`config.mk`:
```
export PLATFORM = sky130hd
export DESIGN_NAME = apb2wb
export DESIGN_NICKNAME = d
export VERILOG_FILES = /design/src/rtl/apb2wb_pkg.sv /design/src/rtl/apb2wb_timeout.sv /design/src/rtl/apb2wb.sv
export SDC_FILE = /design/constraint.sdc
export NUM_CORES = 1
export LEC_CHECK = 0
export ABC_AREA = 1
export BUFFER_PORTS_ARGS = -buffer_cell sky130_fd_sc_hd__clkbuf_2
export CAP_MARGIN = 20
export CORE_MARGIN = 2
export CORE_UTILIZATION = 48
export CTS_BUF_LIST = sky130_fd_sc_hd__clkbuf_4 sky130_fd_sc_hd__clkbuf_8
export CTS_CLUSTER_SIZE = 10
export DETAILED_ROUTE_END_ITERATION = 8
export GPL_ROUTABILITY_DRIVEN = 1
export GPL_TIMING_DRIVEN = 0
export PLACE_DENSITY = 0.87
export SYNTH_ARGS = -nofsm -noshare
export SYNTH_HDL_FRONTEND = slang
export SYNTH_SLANG_ARGS = --single-unit
```
`constraint.sdc`:
```
create_clock -name clk -period 1.3 [get_ports clk]
set_input_delay 0 -clock clk [delete_from_list [all_inputs] [get_ports clk]]
set_output_delay 0 -clock clk [all_outputs]
set_load 0.05 [all_outputs]
```
`src/rtl/apb2wb_pkg.sv`:
```
// Shared types for the APB-to-Wishbone bridge.
// The optional wait-cycle timeout is built only when APB2WB_TIMEOUT_EN is defined.
package apb2wb_pkg;

  typedef enum logic [1:0] {
    IDLE     = 2'd0,
    WB_REQ   = 2'd1,
    APB_RESP = 2'd2
  } apb2wb_state_e;

  localparam int unsigned STATE_W = 2;

  // APB setup phase: selected but not yet enabled.
  function automatic logic is_setup(input logic psel, input logic penable);
    return psel & ~penable;
  endfunction

endpackage

```
`src/rtl/apb2wb_timeout.sv`:
```
// Wait-cycle counter for the bridge, instantiated only when APB2WB_TIMEOUT_EN is defined.
// expired pulses in the wait cycle in which the count reaches WB_TIMEOUT_CYCLES.
module apb2wb_timeout #(
  parameter int unsigned WB_TIMEOUT_CYCLES = 255
) (
  input  logic clk,
  input  logic rstn_i,
  input  logic clr,
  input  logic en,
  output logic expired
);

  localparam int unsigned CNT_W = $clog2(WB_TIMEOUT_CYCLES + 1);
  localparam logic [CNT_W-1:0] LAST = CNT_W'(WB_TIMEOUT_CYCLES - 1);

  logic [CNT_W-1:0] cnt;

  always_ff @(posedge clk or negedge rstn_i) begin
    if (!rstn_i) begin
      cnt <= '0;
    end else if (clr) begin
      cnt <= '0;
    end else if (en) begin
      cnt <= cnt + 1'b1;
    end
  end

  // This increment is the one that reaches the limit, so the cycle ends now.
  assign expired = en && (cnt == LAST);

endmodule

```
`src/rtl/apb2wb.sv`:
```
// APB completer that turns each APB transfer into one classic Wishbone single cycle.
// Optional feature: define APB2WB_TIMEOUT_EN to abort Wishbone cycles after WB_TIMEOUT_CYCLES waits.
module apb2wb
  import apb2wb_pkg::*;
#(
  parameter int unsigned APB_ADDR_WIDTH    = 32,
  parameter int unsigned APB_DATA_WIDTH    = 32,
  parameter int unsigned WB_ADDR_WIDTH     = 32,
  parameter int unsigned WB_DATA_WIDTH     = 32,
  parameter int unsigned WB_TIMEOUT_CYCLES = 255
) (
  input  logic                        clk,
  input  logic                        rstn_i,
  // APB completer
  input  logic                        psel,
  input  logic                        penable,
  input  logic                        pwrite,
  input  logic [APB_ADDR_WIDTH-1:0]   paddr,
  input  logic [APB_DATA_WIDTH-1:0]   pwdata,
  output logic                        pready,
  output logic [APB_DATA_WIDTH-1:0]   prdata,
  output logic                        pslverr,
  // Wishbone master
  output logic                        wb_cyc,
  output logic                        wb_stb,
  output logic                        wb_we,
  output logic [WB_ADDR_WIDTH-1:0]    wb_adr,
  output logic [WB_DATA_WIDTH-1:0]    wb_dat_ms,
  output logic [WB_DATA_WIDTH/8-1:0]  wb_sel,
  input  logic                        wb_ack,
  input  logic                        wb_err,
  input  logic [WB_DATA_WIDTH-1:0]    wb_dat_sm,
  // FSM state for observation
  output logic [STATE_W-1:0]          dbg_state
);

  if (APB_ADDR_WIDTH != WB_ADDR_WIDTH) begin : g_bad_addr_w
    $error("apb2wb: APB_ADDR_WIDTH must equal WB_ADDR_WIDTH");
  end
  if (APB_DATA_WIDTH != WB_DATA_WIDTH) begin : g_bad_data_w
    $error("apb2wb: APB_DATA_WIDTH must equal WB_DATA_WIDTH");
  end
  if (WB_TIMEOUT_CYCLES < 1) begin : g_bad_timeout
    $error("apb2wb: WB_TIMEOUT_CYCLES must be at least 1");
  end

  // Handshake: an APB transfer is accepted in its setup phase (psel=1, penable=0)
  // and held with pready=0 until the Wishbone cycle ends; pready is then high for
  // exactly one cycle with prdata/pslverr valid, and those are 0 whenever pready=0.

  apb2wb_state_e state, next_state;

  logic [WB_ADDR_WIDTH-1:0] addr_q;
  logic [WB_DATA_WIDTH-1:0] wdata_q;
  logic                     we_q;
  logic [APB_DATA_WIDTH-1:0] rdata_q;
  logic                     err_q;

  logic                      capture;
  logic                      resp_load;
  logic                      resp_err;
  logic [APB_DATA_WIDTH-1:0] resp_data;
  logic                      timeout_hit;

`ifdef APB2WB_TIMEOUT_EN
  apb2wb_timeout #(
    .WB_TIMEOUT_CYCLES(WB_TIMEOUT_CYCLES)
  ) u_timeout (
    .clk    (clk),
    .rstn_i (rstn_i),
    .clr    (state != WB_REQ),
    .en     ((state == WB_REQ) && !wb_ack && !wb_err),
    .expired(timeout_hit)
  );
`else
  assign timeout_hit = 1'b0;
`endif

  always_comb begin
    next_state = state;
    capture    = 1'b0;
    resp_load  = 1'b0;
    resp_err   = 1'b0;
    resp_data  = '0;
    case (state)
      IDLE: begin
        if (is_setup(psel, penable)) begin
          capture    = 1'b1;
          next_state = WB_REQ;
        end
      end
      WB_REQ: begin
        // A real slave response wins over a timeout in the same cycle.
        if (wb_ack || wb_err) begin
          resp_load  = 1'b1;
          resp_err   = wb_err;
          resp_data  = (!we_q && !wb_err) ? wb_dat_sm : '0;
          next_state = APB_RESP;
        end else if (timeout_hit) begin
          resp_load  = 1'b1;
          resp_err   = 1'b1;
          next_state = APB_RESP;
        end
      end
      APB_RESP: next_state = IDLE;
      default:  next_state = IDLE;
    endcase
  end

  always_ff @(posedge clk or negedge rstn_i) begin
    if (!rstn_i) begin
      state   <= IDLE;
      addr_q  <= '0;
      wdata_q <= '0;
      we_q    <= 1'b0;
      rdata_q <= '0;
      err_q   <= 1'b0;
    end else begin
      state <= next_state;
      if (capture) begin
        addr_q  <= paddr;
        wdata_q <= pwdata;
        we_q    <= pwrite;
      end
      if (resp_load) begin
        rdata_q <= resp_data;
        err_q   <= resp_err;
      end
    end
  end

  // Outputs decode registered state only; no APB input reaches Wishbone combinationally.
  assign wb_cyc    = (state == WB_REQ);
  assign wb_stb    = wb_cyc;
  assign wb_we     = wb_cyc & we_q;
  assign wb_adr    = addr_q;
  assign wb_dat_ms = wdata_q;
  assign wb_sel    = {(WB_DATA_WIDTH/8){wb_cyc}};

  assign pready    = (state == APB_RESP);
  assign prdata    = pready ? rdata_q : '0;
  assign pslverr   = pready & err_q;

  assign dbg_state = state;

endmodule

```
==> impl_results.md <==
* Adder-cell share of the synthesized area at 0%
* Fill count at 336
* Vias per cell at 5.65
* First-pass GRT wire length at 29200 µm
* Post-synthesis simple-gate area fraction at 33.2%
* Post-synth top area cell: dfrtp_1
* Worst EP arrival at 1.81 ns
* Fin crit period at 1.56 ns
* Initial antenna violation count at 0
* Share of cells above drive strength 1 at 38.7%
* # clock sinks at 100
* Hold Path Class: input pin to register
* Synth Flop Type: dfrtp_1
* Main combinational cell family by area after synthesis: simple AND/OR/NAND/NOR gates
* Die span in y at 100 µm
* RSZ-0062 raised after global routing: yes
* Crit path capture type: register
* Synth Area in XOR/XNOR at 0%
* Syn_nets at 685
* Final #Nets at 1029
* Final cell count without fillers at 1042
* Routed WL per cell at 21.4 µm
* Clk_skew at 0.0125 ns
* Final worst setup slack at -0.262 ns
* Largest net degree at the start of global routing at 60
* PwrDens at 1400 nW/µm²
* Total Power at 11.5 mW
* Routability cong. at 0.822
* Share of power burned in the clock network at 17.3%
* Clk_lat worst skew at 0.36 ns
* Fin Hold WS at 0.174 ns
* CP Launch Type: register
* Fin area at 8220 µm²
* Top cells by area, synth: dfrtp_1 56%, nand2_1 20%, nand3_1 7.3%
* Pre-antenna DRT Iters at 5
* Max-Cap Viols at 0
* Routed WL at 22300 µm
* Root Driver: clkbuf_8
* Max Clk Rate at 640 MHz
* Leak at 4.43 nW
* Count of different cell masters after synthesis at 12
* H-tree depth at 3
* Gate power share at 45.2%
* IO Count at 210
* Port buffer count at 209
* Total global routing overflow at 0
* Slew @ Worst Pin at 0.658 ns
* Final hold violation count at 0
* Worst-case clock buffer depth at 2
* Synthesized area at 4460 µm²
* Num CTS Buffers at 9
* Setup_tns at -20.55 ns
* Ys async rst share at 100%
* Via count at 5888
* Dpl cell area at 5950 µm²
* Max Transition Viols Final at 0
* Multiplexer share of the synthesized area at 0%
* Synthesized instance count at 582
* Routed Antenna Nets at 0
* Period Utilization, post-route at 120%
* Worst Path Max Fanout at 10
* Top-area cell type share of the netlist area at 56.1%
* Core area at 9110 µm²
* DRT iter0 DRCs at 608
* Final setup viols at 126
* Post-layout util at 90.2%
* Failing checks: negative setup slack
* CTS tree: yes
* Most frequent cells after synthesis: 235 x nand2_1, 100 x dfrtp_1, 71 x inv_1
* Post-synthesis compound-gate area fraction at 0.112%
* Switch share at 47.0%
* # diodes at 0
* Net Switching at 5.41 mW
* EDFF count, synth at 0
* WS Path Type: register to register
* Synth warn at 0
* Area delta synth->final at 84.2%
* Die width at 100 µm
* Worst-path clk slew at 0.11 ns
* Synthesized area per cell at 7.66 µm²
* Num rows at 35
* Gr usage total at 37.5%
* Most frequent cell after synthesis: nand2_1
* Vias in the first global route at 5687
* Flop pwr share at 37.5%
* Status: finished, violations left
* Peak VDD IR at 1040 µV
* Sequential element share of the synthesized area at 56.1%
* Int Power at 6.10 mW
* Worst Setup Slack post-DPL at -0.167 ns
* Slew margin rel. at 56.1%
* Die area at 10100 µm²
* DP HPWL at 8740 µm
* Placed insts at 903
* Starting Density at 49.0%
* DRC at 0
* Worst Path Required at 1.55 ns
* FF+latch count, synth at 100
[layer usage]
metal,GRT usage (%),share of wire [%],vias to the layer above,wire length [µm]
met2,64.1,47,580,10600
met5,0,0,-,0
li1,-,-,2410,-
met4,21.3,8.0,0,1780
met1,43.2,33,2708,7400
met3,8.84,11,190,2550
[worst max-delay path, cell delays in order, from the launching register on]
cell     delay [ns]
dfrtp_2        0.50
nor2_2         0.24
nand2_1        0.12
buf_4          0.20
buf_2          0.20
nand2_1        0.12
nand2_1        0.07
[cell usage in the layout (no fill, tap or decap), types with 7 or more instances in the layout]
cell and count:
nand2_1 202, dlygate4sd3_1 100, clkbuf_2 166, dfrtp_1 98
clkbuf_4 7, nand3_1 65, buf_2 15, buf_8 38
buf_6 13, nor2_4 37, buf_4 10, nor2_1 34
nand2_2 23, nand2_4 9, clkbuf_8 10, inv_1 69
clkbuf_16 11
[layout make-up]
cell class | instances | area (µm²) | area share (%)
buffer | 38 | 333 | 4.05
clock inverter | 6 | 53.8 | 0.655
tap | 111 | 139 | 1.69
inverter | 72 | 277 | 3.36
sequential | 100 | 2500 | 30.5
clock buffer | 10 | 138 | 1.67
timing repair buffer | 331 | 2850 | 34.7
multi-input combinational | 374 | 1920 | 23.4
[path summary, 6_finish.rpt]
| check | startpoint | to | slack [ns] | depth (start not counted) |
|---|---|---|---|---|
| max | dbg_state[1] | wb_dat_ms[8] | -0.26 | 6 |
| min | penable | wb_adr[13] | 0.17 | 5 |
| max reg2reg | dbg_state[1] | wb_dat_ms[8] | -0.26 | 6 |
| min reg2reg | wb_dat_ms[18] | wb_dat_ms[18] | 0.48 | 2 |
| max in group asynchronous | rstn_i | wb_adr[25] | 0.35 | 3 |
| min in group asynchronous | rstn_i | rdata_q[20] | 0.24 | 2 |
[power by group through the flow]
stage	combinational, mW	clock, mW	sequential (mW)
floorplan	1.39	0	5.71
global route	5.41	2.12	4.35
global placement	3.92	0	4.18
finish	5.20	1.99	4.32
CTS	4.48	1.97	4.15
detailed placement	4.01	0	4.18
[state kept, by name, summed over array words and instances (netlist names)]
name	count
rdata_q	32
err_q	1
wb_adr	32
dbg_state	2
wb_dat_ms	32
we_q	1
[kinds of logic (layout without fill, tap and decap cells)]
family	count (synthesis)	in the layout
flip-flops	100	100
AND/OR/NAND/NOR	371	373
AO/OA/AOI/OAI	1	1
buffers and inverters	110	457
[timing repair]
| action | CTS | global route |
|---|---|---|
| setup buffers | 6 | 7 |
| cloned | 0 | 10 |
| endpoints found under the setup margin | 129 | 134 |
| pin swaps | 3 | 8 |
| hold buffers | 100 | 0 |
| endpoints found under the hold margin | 140 | 0 |
| gates resized for setup | 115 | 104 |
Note: power is estimated with default switching activity, not from simulation.
